[src/rtl/sum_div_pkg.sv]
// Shared definitions for the adder datapath and the sum divider.
package sum_div_pkg;

    localparam int unsigned SUM_W  = 10;
    localparam int unsigned OPND_W = 8;

    typedef enum logic [1:0] {
        StIdle,
        StCalc,
        StDone
    } state_e;

endpackage

[src/rtl/sum_divider_if.sv]
// Input and output valid/ready handshakes of the sum divider.
interface sum_divider_if
    import sum_div_pkg::*;
#(
    parameter int unsigned DIVIDEND_W = SUM_W,
    parameter int unsigned DIVISOR_W  = OPND_W
) ();

    logic                  in_valid;
    logic                  in_ready;
    logic [DIVIDEND_W-1:0] in_dividend;
    logic [DIVISOR_W-1:0]  in_divisor;
    logic                  out_valid;
    logic                  out_ready;
    logic [DIVIDEND_W-1:0] out_quotient;
    logic [DIVISOR_W-1:0]  out_remainder;
    logic                  out_div_by_zero;

    // Producer/consumer side.
    modport master (
        output in_valid, in_dividend, in_divisor, out_ready,
        input  in_ready, out_valid, out_quotient, out_remainder, out_div_by_zero
    );

    // Divider side.
    modport slave (
        input  in_valid, in_dividend, in_divisor, out_ready,
        output in_ready, out_valid, out_quotient, out_remainder, out_div_by_zero
    );

endinterface

[src/rtl/sum_div_step.sv]
// One restoring-division step: shift the next dividend bit in, compare, subtract.
module sum_div_step #(
    parameter int unsigned DIVIDEND_W = 10,
    parameter int unsigned DIVISOR_W  = 8
) (
    input  logic [DIVISOR_W-1:0]  rem,
    input  logic [DIVIDEND_W-1:0] quo,
    input  logic [DIVISOR_W-1:0]  divisor,
    output logic [DIVISOR_W-1:0]  rem_next,
    output logic [DIVIDEND_W-1:0] quo_next
);

    logic [DIVISOR_W:0] trial;
    logic               fits;

    always_comb begin
        // One extra bit so the shifted partial remainder cannot overflow.
        trial = {rem, quo[DIVIDEND_W-1]};
        fits  = trial >= {1'b0, divisor};
        if (fits) begin
            rem_next = DIVISOR_W'(trial - {1'b0, divisor});
        end else begin
            rem_next = trial[DIVISOR_W-1:0];
        end
        quo_next = (quo << 1) | DIVIDEND_W'(fits);
    end

endmodule

[src/rtl/sum_divider.sv]
// Sequential restoring divider for the adder-tree sum, one quotient bit per cycle.
module sum_divider
    import sum_div_pkg::*;
#(
    parameter int unsigned DIVIDEND_W = SUM_W,
    parameter int unsigned DIVISOR_W  = OPND_W
) (
    input logic         clk,
    input logic         rst_n,
    sum_divider_if.slave bus
);

    localparam int unsigned CNT_W = (DIVIDEND_W > 1) ? $clog2(DIVIDEND_W) : 1;

    state_e                state_q;
    logic [DIVIDEND_W-1:0] quo_q;
    logic [DIVISOR_W-1:0]  rem_q;
    logic [DIVISOR_W-1:0]  divisor_q;
    logic [CNT_W-1:0]      cnt_q;
    logic                  in_ready_q;
    logic                  out_valid_q;
    logic                  div_by_zero_q;

    logic [DIVISOR_W-1:0]  rem_next;
    logic [DIVIDEND_W-1:0] quo_next;

    sum_div_step #(
        .DIVIDEND_W(DIVIDEND_W),
        .DIVISOR_W (DIVISOR_W)
    ) u_step (
        .rem     (rem_q),
        .quo     (quo_q),
        .divisor (divisor_q),
        .rem_next(rem_next),
        .quo_next(quo_next)
    );

    always_ff @(posedge clk or negedge rst_n) begin
        if (!rst_n) begin
            state_q       <= StIdle;
            quo_q         <= '0;
            rem_q         <= '0;
            divisor_q     <= '0;
            cnt_q         <= '0;
            in_ready_q    <= 1'b1;
            out_valid_q   <= 1'b0;
            div_by_zero_q <= 1'b0;
        end else begin
            unique case (state_q)
                StIdle: begin
                    if (bus.in_valid) begin
                        divisor_q  <= bus.in_divisor;
                        cnt_q      <= CNT_W'(DIVIDEND_W - 1);
                        in_ready_q <= 1'b0;
                        if (bus.in_divisor == '0) begin
                            // Result is fully known at accept; skip the iteration.
                            quo_q         <= '1;
                            rem_q         <= bus.in_dividend[DIVISOR_W-1:0];
                            div_by_zero_q <= 1'b1;
                            out_valid_q   <= 1'b1;
                            state_q       <= StDone;
                        end else begin
                            quo_q         <= bus.in_dividend;
                            rem_q         <= '0;
                            div_by_zero_q <= 1'b0;
                            state_q       <= StCalc;
                        end
                    end
                end
                StCalc: begin
                    quo_q <= quo_next;
                    rem_q <= rem_next;
                    cnt_q <= cnt_q - 1'b1;
                    if (cnt_q == '0) begin
                        out_valid_q <= 1'b1;
                        state_q     <= StDone;
                    end
                end
                StDone: begin
                    if (bus.out_ready) begin
                        out_valid_q <= 1'b0;
                        in_ready_q  <= 1'b1;
                        state_q     <= StIdle;
                    end
                end
                default: state_q <= StIdle;
            endcase
        end
    end

    assign bus.in_ready        = in_ready_q;
    assign bus.out_valid       = out_valid_q;
    assign bus.out_quotient    = quo_q;
    assign bus.out_remainder   = rem_q;
    assign bus.out_div_by_zero = div_by_zero_q;

endmodule

[src/flat_wrapper.sv]
// flat-port wrapper written by rule: the top's interface ports become plain ports
module sum_divider_flat import sum_div_pkg::*;
#(
    parameter int unsigned DIVIDEND_W = SUM_W,
    parameter int unsigned DIVISOR_W  = OPND_W
)
  (clk, rst_n, bus_in_valid, bus_in_dividend, bus_in_divisor, bus_out_ready, bus_in_ready, bus_out_valid, bus_out_quotient, bus_out_remainder, bus_out_div_by_zero);
  sum_divider_if #(.DIVIDEND_W(DIVIDEND_W), .DIVISOR_W(DIVISOR_W)) bus_i ();
  input logic clk;
  input logic rst_n;
  input wire logic [$bits(bus_i.in_valid)-1:0] bus_in_valid;
  input wire logic [$bits(bus_i.in_dividend)-1:0] bus_in_dividend;
  input wire logic [$bits(bus_i.in_divisor)-1:0] bus_in_divisor;
  input wire logic [$bits(bus_i.out_ready)-1:0] bus_out_ready;
  output wire logic [$bits(bus_i.in_ready)-1:0] bus_in_ready;
  output wire logic [$bits(bus_i.out_valid)-1:0] bus_out_valid;
  output wire logic [$bits(bus_i.out_quotient)-1:0] bus_out_quotient;
  output wire logic [$bits(bus_i.out_remainder)-1:0] bus_out_remainder;
  output wire logic [$bits(bus_i.out_div_by_zero)-1:0] bus_out_div_by_zero;
  assign bus_i.in_valid = bus_in_valid;
  assign bus_i.in_dividend = bus_in_dividend;
  assign bus_i.in_divisor = bus_in_divisor;
  assign bus_i.out_ready = bus_out_ready;
  assign bus_in_ready = bus_i.in_ready;
  assign bus_out_valid = bus_i.out_valid;
  assign bus_out_quotient = bus_i.out_quotient;
  assign bus_out_remainder = bus_i.out_remainder;
  assign bus_out_div_by_zero = bus_i.out_div_by_zero;
  sum_divider #(.DIVIDEND_W(DIVIDEND_W), .DIVISOR_W(DIVISOR_W)) u_core (.clk(clk), .rst_n(rst_n), .bus(bus_i));
endmodule
[config.mk]
export PLATFORM = sky130hd
export DESIGN_NAME = sum_divider_flat
export DESIGN_NICKNAME = d
export VERILOG_FILES = /design/src/rtl/sum_div_pkg.sv /design/src/rtl/sum_divider_if.sv /design/src/rtl/sum_div_step.sv /design/src/rtl/sum_divider.sv /design/src/flat_wrapper.sv
export SDC_FILE = /design/constraint.sdc
export NUM_CORES = 1
export LEC_CHECK = 0
export BUFFER_PORTS_ARGS = -buffer_cell sky130_fd_sc_hd__buf_2
export CAP_MARGIN = 20
export CORE_MARGIN = 5
export CORE_UTILIZATION = 55
export DETAILED_ROUTE_END_ITERATION = 10
export GPL_TIMING_DRIVEN = 0
export PLACE_DENSITY = 0.76
export SETUP_SLACK_MARGIN = 0.4
export SLEW_MARGIN = 20
export SYNTH_ARGS = -nofsm -noshare
export SYNTH_HDL_FRONTEND = slang
export SYNTH_HIERARCHICAL = 1
export SYNTH_SLANG_ARGS = --single-unit
[constraint.sdc]
create_clock -name clk -period 2.9 [get_ports clk]
set_clock_uncertainty 0.2 [all_clocks]
set_input_delay 0.58 -clock clk [delete_from_list [all_inputs] [get_ports clk]]
set_output_delay 0.58 -clock clk [all_outputs]
set_load 0.02 [all_outputs]
== Yosys cells after proc, flatten, opt, wreduce, memory -nomap -nowiden ==
Index checks and enable logic that the tools add are counted.

* Add/sub/neg operators: 2
* Order comparisons: 1
* Eq/ne operators: 6
* Muxes and demuxes: 23
* Bitwise gates (word level): 1
* Reduce and logical (&&, ||, !) cells: 11

{| class="wikitable"
|+ Operators with widths
! cell !! count
|-
| $mux W8 || 3
|-
| $mux W10 || 2
|-
| $pmux W10 S2 || 1
|-
| $pmux W8 S2 || 1
|-
| $or A10 B1 Y10 || 1
|-
| $ge A9 B8 Y1 || 1
|-
| $logic_not A8 Y1 || 1
|-
| $mux W2 || 4
|-
| $pmux W4 S2 || 1
|-
| $sub A8 B8 Y8 || 1
|-
| $mux W1 || 7
|-
| $pmux W2 S3 || 1
|-
| $reduce_and A3 Y1 || 2
|-
| $reduce_and A5 Y1 || 1
|-
| $logic_not A4 Y1 || 1
|-
| $mux W4 || 1
|-
| $ne A2 B1 Y1 const B || 2
|-
| $ne A2 B2 Y1 const B || 2
|-
| $reduce_and A2 Y1 || 2
|-
| $reduce_bool A2 Y1 || 2
|-
| $sub A4 B1 Y4 const B || 1
|-
| $pmux W1 S3 || 1
|-
| $reduce_bool A3 Y1 || 1
|-
| $eq A2 B1 Y1 const B || 1
|-
| 3 further kinds || 3
|}

* Flip-flop bits (word level): 35
* Input port bits: 22
* Output and inout bits: 21
* Logic and storage cells: 52

== Logic depth before layout (Yosys ltp) ==
Gate-level depths: netlist of the first run.

* Depth after elaboration: 4
* Gate-level depth with buffers: 12

== Modules after synthesis ==
The synthesis of the first run kept the hierarchy.

{| class="wikitable"
|+ Modules (own cells, without submodules)
! module !! times used !! cells an instance !! area an instance (µm²)
|-
| sum_divider || 1 || 159 || 1674.1
|-
| sum_div_step || 1 || 76 || 614.3
|}

== Worst setup path before layout of the first run ==
Ideal clock, no wire load.

* Path kind: flip-flop to flip-flop
* Start: register u_core.quo_q[9], in the netlist u_core/bus.out_quotient[9]
* End: register u_core.rem_q[6], in the netlist u_core/bus.out_remainder[6]
* Library setup time: 0.132 ns
* Arrival: 2.275 ns
* Data required time: 2.568 ns
* Setup slack: 0.294 ns
* Stages on the path, launching flop included: 11
* Path buffers: 0
* Period minus slack after synthesis: 2.606 ns
* Cells stage by stage: dfrtp_1 -> inv_1 -> ha_1 -> fa_1 -> nor2b_1 -> o31a_1 -> nor4_1 -> a311o_1 -> mux2_4 -> a22oi_1 -> o21ai_1

* Cells in the longest elaborated chain, start to end: 3

{| class="wikitable"
|+ RTL lines
! item !! line !! source
|-
| start: declaration || sum_divider.sv:16 || <nowiki>logic [DIVIDEND_W-1:0] quo_q;</nowiki>
|-
| start signal: assignment || sum_divider.sv:63 || <nowiki>quo_q <= bus.in_dividend;</nowiki>
|-
| start signal: assignment || sum_divider.sv:71 || <nowiki>quo_q <= quo_next;</nowiki>
|-
| $sub A8 B8 Y8 / $ge A9 B8 Y1 (equally long branches) || sum_div_step.sv:21, sum_div_step.sv:19 ||
|-
| $mux W8 (*) || sum_div_step.sv:20 || <nowiki>if (fits) begin</nowiki>
|-
| named net u_core.rem_next[6] || sum_divider.sv:24 || <nowiki>logic [DIVISOR_W-1:0] rem_next;</nowiki>
|-
| $pmux W8 S2 (*) || sum_divider.sv:49 || <nowiki>unique case (state_q)</nowiki>
|-
| end signal: assignment || sum_divider.sv:58 || <nowiki>rem_q <= bus.in_dividend[DIVISOR_W-1:0];</nowiki>
|-
| end signal: assignment || sum_divider.sv:72 || <nowiki>rem_q <= rem_next;</nowiki>
|-
| end: declaration || sum_divider.sv:17 || <nowiki>logic [DIVISOR_W-1:0] rem_q;</nowiki>
|}

The timed path passes the listed nets; every way through them passes the cells marked *.
A chain may end at the register's enable or synchronous reset.

== Worst setup path in the final report of the first run ==
Ends and elaborated chain as after synthesis.

==> results of run 1 <==
kinds of logic (layout without fill, tap and decap cells):
logic type / Yosys count / after routing / share of synthesized area
multiplexers: 19 / 19 / 0.101
AO/OA/AOI/OAI: 71 / 71 / 0.207
adder cells (fa/ha/maj): 16 / 16 / 0.0908
flip-flops: 35 / 35 / 0.383
AND/OR/NAND/NOR: 53 / 53 / 0.120
XOR/XNOR: 3 / 3 / 0.0115
buffers and inverters: 38 / 98 / 0.0858
registers in the layout, indices dropped and copies added, names as in the netlist:
name	count
u_core/state_q	2
u_core/bus.out_valid	1
u_core/bus.out_quotient	10
u_core/bus.out_div_by_zero	1
u_core/bus.out_remainder	8
u_core/bus.in_ready	1
u_core/cnt_q	4
u_core/divisor_q	8
metal layers:
metal	track usage	part of all wire	vias up
li1	-	-	950
met1	0.272	0.40	981
met2	0.402	0.54	51
met3	0.0419	0.048	8
met4	0.0553	0.013	0
met5	0	0	-
synth_stat cells (7+ instances only):
cell type / count / area share
nand2_1: 25 / 0.041
o21ai_0: 9 / 0.020
o21ai_1: 18 / 0.039
buf_4: 10 / 0.033
o22ai_1: 10 / 0.027
a22oi_1: 8 / 0.026
a21oi_1: 7 / 0.015
ha_1: 15 / 0.082
mux2_2: 8 / 0.039
inv_1: 19 / 0.031
dfrtp_1: 34 / 0.37
nor2_1: 8 / 0.013
report_power, final:
group,internal [mW],leakage (nW),switching [mW]
clock network,0.216,0.0505,0.180
registers,0.710,0.427,0.189
logic,1.21,0.877,1.30
total,2.14,1.36,1.67
repair_timing:
action,4_1_cts,5_1_grt
resized for setup,11,4
pin swaps,7,3
endpoints found under the setup margin,6,9
setup buffers,4,6
cloned,0,0
cell type report:
type / instances / share of cell area
multi-input combinational: 162 / 0.470
sequential: 35 / 0.305
timing repair buffer: 52 / 0.0988
buffer: 19 / 0.0433
clock buffer: 7 / 0.0334
inverter: 19 / 0.0247
tap: 50 / 0.0217
clock inverter: 1 / 0.00260
critical path: stages, from the launching register on:
cell and delay (ps):
dfrtp_2 370, inv_2 60, ha_4 160, fa_2 370, nor2b_4 140, o31a_1 240
nor4_2 60, a311o_1 280, mux2_4 280, a22oi_2 150, o21ai_1 100
worst max-delay path by stage:
stage	start	to	slack (ps)
finish	u_core/bus.out_quotient[9]$_DFFE_PN0P_	u_core/bus.out_remainder[6]$_DFFE_PN0P_	350
global route	u_core/divisor_q[1]$_DFFE_PN0P_	u_core/bus.out_remainder[4]$_DFFE_PN0P_	230
CTS	u_core/bus.out_remainder[5]$_DFFE_PN0P_	u_core/bus.out_remainder[6]$_DFFE_PN0P_	400
detailed placement	u_core/bus.out_quotient[9]$_DFFE_PN0P_	u_core/bus.out_remainder[6]$_DFFE_PN0P_	270
global placement	u_core/bus.out_quotient[9]$_DFFE_PN0P_	u_core/bus.out_remainder[6]$_DFFE_PN0P_	340
floorplan	u_core/bus.out_remainder[5]$_DFFE_PN0P_	u_core/bus.out_remainder[4]$_DFFE_PN0P_	400
through the flow:
step | hold slack, ps | area (um^2) | power (mW)
CTS | 206 | 2820 | 3.67
global route | 238 | 2890 | 4.10
floorplan | 84.4 | 2330 | 2.57
detailed placement | 266 | 2610 | 3.08
global placement | 259 | 2610 | 3.01
finish | 185 | 2890 | 3.81
==> key figures, run 1 <==
Route
  • Residual DRC: 0
  • DR iter-0 viols: 81
  • Vias/cell: 5.77
  • Vias: 1,990
  • DRT Wirelength: 5.75 mm
  • WL per Instance: 16.7 um
  • Antenna Nets Post-Route: 0
  • First-pass DRT Iterations: 4

GRT
  • Total track usage: 0.222
  • Initial antenna violation count: 0
  • Largest net degree at the start of global routing: 36
  • Global-route wire length before repair: 9.35 mm
  • Via count of the first global-routing pass: 2,013
  • Gr ovfl total: 0

Layout
  • Fill cells: 315
  • Multi-input gate area: 1360 um^2
  • Sequential cell area: 881 um^2
  • Layout cells sized above 1: 0.403
  • Most common cell after layout, fill and taps aside: buf_2
  • Cell Count, Final, Fillers Out: 345
  • Core Util, Final: 0.716
  • # diodes: 0
  • Area added between synthesis and finish: 26.1%
  • # nets final: 332
  • Most frequent cells in the layout: buf_2 (43), dfrtp_1 (31), nand2_1 (25)

STA
  • FMAX: 392 MHz
  • Final period util: 0.879
  • Final Setup Violations: 0
  • Slew Limit Headroom: 0.451
  • Worst slew pin tran: 824 ps
  • Unrepaired setup endpoints after global routing: true
  • Setup tns final: 0 ps
  • Post-layout min period: 2550 ps
  • Fin. max-slew vios: 0
  • Hold Vio Cnt, Final: 0
  • Setup ws final: 352 ps

Synthesis
  • Sequential-to-total area share from yosys stat: 0.383
  • Syn_nets: 273
  • Syn Std Cell Area: 2290 um^2
  • Post-synth EDFFs: 0
  • Post-Synthesis Cells: 235
  • Main flop type after synthesis: dfrtp_1
  • Avg Cell Area, Syn: 9.74 um^2
  • Yosys Warn Count: 6
  • Distinct cell type count after synthesis: 46
  • Register bit total from synthesis: 35
  • FFs w/ async S/R, synth: 1.00

Pwr
  • Leakage power total: 1.36 nW
  • Peak supply drop: 0.658 mV
  • Pwr dens: 1320 nW/um^2

Placement
  • Placer Congestion: 0.787
  • Pre-CTS WS: 269 ps
  • Number of port buffers: 42
  • Post-DP HPWL: 3.96 mm
  • DP Cell Count: 327

Floorplanning
  • Area of the core: 4030 um^2
  • I/O pin cnt: 43
  • Die width: 74.5 um
  • Row cnt: 23
  • Starting Density: 0.568
  • Die H: 74.5 um
  • Die area: 5550 um^2

Clocking
  • Worst-case clock buffer depth: 2
  • Clock transition at path regs: 80 ps
  • CTS Hold Buffers Added: 0
  • Worst-Skew Late Latency: 290 ps
  • CTS HTree Levels: 2
  • CTS sink cnt: 35
  • Clock root buffer: clkbuf_8
  • CTS Buf Count: 5
  • CTS tree: done

Critical path
  • R2R Setup Slk: 350 ps
  • Required @ worst endpoint: 2850 ps
  • Setup crit end kind: flop
  • Worst R2R Path Depth: 10
  • Reg-to-Reg End: u_core/bus.out_remainder[6]$_DFFE_PN0P_
  • CP startpoint kind: flop
  • Crit path kind: flop to flop
  • Crit path arrival time: 2500 ps
  • CP Max Fanout: 3
  • Worst flop-to-flop path startpoint: u_core/bus.out_quotient[9]$_DFFE_PN0P_

Run
  • Max_cap viols: 0

Status
  • Outcome: finished, final reports clean

Worst hold path
  • Class of the worst hold path: primary input to asynchronous set/reset pin
Note: power is estimated with default switching activity, not from simulation.
==> run 2, diff against run 1 <==
Settings changed: ABC_AREA set to 1, CORE_UTILIZATION 55 to 56, PLACE_DENSITY 0.76 to 0.77.
==> key figures, run 2 <==
Status
  • Outcome: finished, final reports clean (unchanged)

Synthesis
  • Syn Std Cell Area: 2470 um^2 (was 2290 um^2)
  • Yosys Warn Count: 6 (unchanged)
  • FFs w/ async S/R, synth: 1.00 (unchanged)
  • Post-synth top area share: 0.344 (was 0.372)
  • Main flop type after synthesis: dfrtp_1 (unchanged)
  • Syn_nets: 379 (was 273)
  • Register bit total from synthesis: 35 (unchanged)
  • Avg Cell Area, Syn: 7.25 um^2 (was 9.74 um^2)
  • Distinct cell type count after synthesis: 31 (was 46)
  • Cell with the most instances after synthesis: nand2_1 (was dfrtp_1)
  • Post-synth EDFFs: 0 (unchanged)
  • Post-Synthesis Cells: 341 (was 235)
  • Area contributors post-synth: dfrtp_1 (34%), nand2_1 (14%), ha_1 (7.6%) (was dfrtp_1 (37%), ha_1 (8.2%), nand2_1 (4.1%))
  • Cell taking the most area after synthesis: dfrtp_1 (unchanged)
  • Sequential-to-total area share from yosys stat: 0.355 (was 0.383)
  • Most frequent cells after synthesis: nand2_1 (94), nor2_1 (39), dfrtp_1 (34), inv_1 (34), a21oi_1 (31) (was dfrtp_1 (34), nand2_1 (25), inv_1 (19), o21ai_1 (18), ha_1 (15))

STA
  • FMAX: 456 MHz (was 392 MHz)
  • Fin. max-slew vios: 0 (unchanged)
  • Worst slew pin tran: 753 ps (was 824 ps)
  • Final Setup Violations: 0 (unchanged)
  • Slew Limit Headroom: 0.498 (was 0.451)
  • Hold Vio Cnt, Final: 0 (unchanged)
  • Setup tns final: 0 ps (unchanged)
  • Post-layout min period: 2190 ps (was 2550 ps)
  • Final period util: 0.757 (was 0.879)
  • Unrepaired setup endpoints after global routing: false (was true)

Critical path
  • CP startpoint: u_core/bus.out_quotient[9]$_DFFE_PN0P_ (unchanged)
  • Required @ worst endpoint: 2920 ps (was 2850 ps)
  • CP top delay family: adder cells (was compound AO/OA/AOI/OAI gates)
  • CP Max Fanout: 4 (was 3)
  • Crit path cell chain: inv_1, ha_1, fa_1, inv_1, nand3_1, nand3_1, xor2_1, nand2_2, nand2_2, a21oi_1, a21oi_1 (was inv_2, ha_4, fa_2, nor2b_4, o31a_1, nor4_2, a311o_1, mux2_4, a22oi_2, o21ai_1)
  • Slowest cell delay on critical path: 410 ps (was 370 ps)
  • Worst flop-to-flop path startpoint: u_core/bus.out_quotient[9]$_DFFE_PN0P_ (unchanged)
  • CP startpoint kind: flop (unchanged)
  • Crit path arrival time: 2210 ps (was 2500 ps)
  • Setup crit end kind: flop (unchanged)
  • WP buf/inv: 2 (was 1)
  • Crit path kind: flop to flop (unchanged)
  • R2R Setup Slk: 710 ps (was 350 ps)
  • CP max-delay cell: fa_1 (was dfrtp_2)

Route
  • Antenna Nets Post-Route: 0 (unchanged)
  • First-pass DRT Iterations: 4 (unchanged)
  • DR iter-0 viols: 157 (was 81)
  • WL per Instance: 12.7 um (was 16.7 um)
  • Vias: 2,265 (was 1,990)
  • DRT Wirelength: 5.61 mm (was 5.75 mm)
  • Residual DRC: 0 (unchanged)
  • Vias/cell: 5.12 (was 5.77)

GRT
  • Via count of the first global-routing pass: 2,124 (was 2,013)
  • Largest net degree at the start of global routing: 36 (unchanged)
  • Initial antenna violation count: 0 (unchanged)
  • Total track usage: 0.201 (was 0.222)
  • Gr ovfl total: 0 (unchanged)
  • GR Util met3: 0.0461 (was 0.0419)
  • Global-route wire length before repair: 9.72 mm (was 9.35 mm)
  • Busiest grt layer: met2 (unchanged)
  • Met1 Track Usage GR: 0.257 (was 0.272)
  • Met2 usage: 0.330 (was 0.402)

Layout
  • Multi-input gate area: 1340 um^2 (was 1360 um^2)
  • Layout cells sized above 1: 0.249 (was 0.403)
  • Most common cell after layout, fill and taps aside: nand2_1 (was buf_2)
  • # diodes: 0 (unchanged)
  • Sequential cell area: 877 um^2 (was 881 um^2)
  • Area added between synthesis and finish: 15.4% (was 26.1%)
  • Largest register FFs: 10 (unchanged)
  • Most frequent cells in the layout: nand2_1 (94), buf_2 (46), nor2_1 (39) (was buf_2 (43), dfrtp_1 (31), nand2_1 (25))
  • # nets final: 428 (was 332)
  • Fill cells: 419 (was 315)

Clocking
  • CTS tree: done (unchanged)
  • Clock transition at path regs: 80 ps (about the same)
  • CTS Hold Buffers Added: 0 (unchanged)
  • CTS sink cnt: 35 (unchanged)
  • Worst-case clock buffer depth: 2 (unchanged)
  • CTS HTree Levels: 2 (unchanged)
  • CTS Buf Count: 5 (unchanged)
  • Cts repair resizes: 0 (was 11)
  • Clock root buffer: clkbuf_8 (unchanged)
  • Worst-Skew Late Latency: 290 ps (about the same)
  • Post-CTS Setup Bufs: 0 (was 4)

Floorplanning
  • Area of the core: 4320 um^2 (was 4030 um^2)
  • I/O pin cnt: 43 (unchanged)
  • Die width: 76.4 um (was 74.5 um)
  • Die H: 76.4 um (was 74.5 um)
  • Row cnt: 24 (was 23)
  • Die area: 5840 um^2 (was 5550 um^2)
  • Starting Density: 0.572 (was 0.568)

Placement
  • Placer Congestion: 0.872 (was 0.787)
  • Post-DP HPWL: 4.41 mm (was 3.96 mm)
  • Number of port buffers: 42 (unchanged)

Worst hold path
  • Class of the worst hold path: primary input to asynchronous set/reset pin (unchanged)

Run
  • Max_cap viols: 0 (unchanged)
-- run 2: changes by cell type after synthesis, sizes merged, moves of 8 or more --
cell / delta
mux2: -15
a22oi: -8
nand3: +21
a21oi: +24
nand2: +90
o22ai: -9
inv: +17
nor2: +34
o21ai: -22
-- run 2: cell type report --
cell class                 instances  area share
multi-input combinational        250       0.468
clock buffer                       5      0.0241
tap                               52      0.0228
timing repair buffer              42      0.0737
sequential                        35       0.307
clock inverter                     2      0.0132
inverter                          38      0.0500
buffer                            18      0.0412
-- run 2: per-stage QoR --
| step | cell area, um^2 | std cells | hold slack [ps] | setup slack (ps) | utilization |
|---|---|---|---|---|---|
| floorplan | 2470 | 341 | 84.4 | 804 | - |
| global placement | 2750 | 435 | 258 | 753 | 0.635 |
| detailed placement | 2750 | 435 | 264 | 723 | 0.635 |
| CTS | 2850 | 442 | 189 | 695 | 0.660 |
| global route | 2850 | 442 | 228 | 539 | 0.660 |
| finish | 2850 | 442 | 149 | 705 | 0.660 |
-- run 2: worst paths after layout --
kind	to	cells past startpoint
min in group clk	u_core/bus.out_valid$_DFFE_PN0P_	2
worst max register to register	u_core/bus.out_remainder[4]$_DFFE_PN0P_	11
worst min register to register	u_core/bus.out_valid$_DFFE_PN0P_	2
max in group asynchronous	u_core/divisor_q[5]$_DFFE_PN0P_	1
worst min-delay path	u_core/cnt_q[1]$_DFFE_PN0P_	1
worst max-delay path	u_core/bus.out_remainder[4]$_DFFE_PN0P_	11
-- run 2: routing by layer --
layer,up-vias,share of wire
met4,0,0.019
met3,11,0.040
met2,57,0.48
li1,1158,-
met1,1039,0.46
met5,-,0
-- run 2: logic make-up after synthesis --
logic type,after synthesis,synth area share
simple gates,189,0.356
buf+inv,56,0.105
compound gates,41,0.0855
flops,35,0.355
fa+ha+maj,16,0.0840
xor+xnor,4,0.0142
-- run 2: worst register-to-register path: cells and delay by family (launching register included) --
family	cells	cell delay, ps
xor+xnor	1	210
buf+inv	2	160
fa+ha+maj	2	630
simple gates	4	290
flops	1	400
compound gates	2	240
Power of run 2 is not shown: default switching activity piles up to over one toggle a cycle in this logic, so the estimate is an artifact.
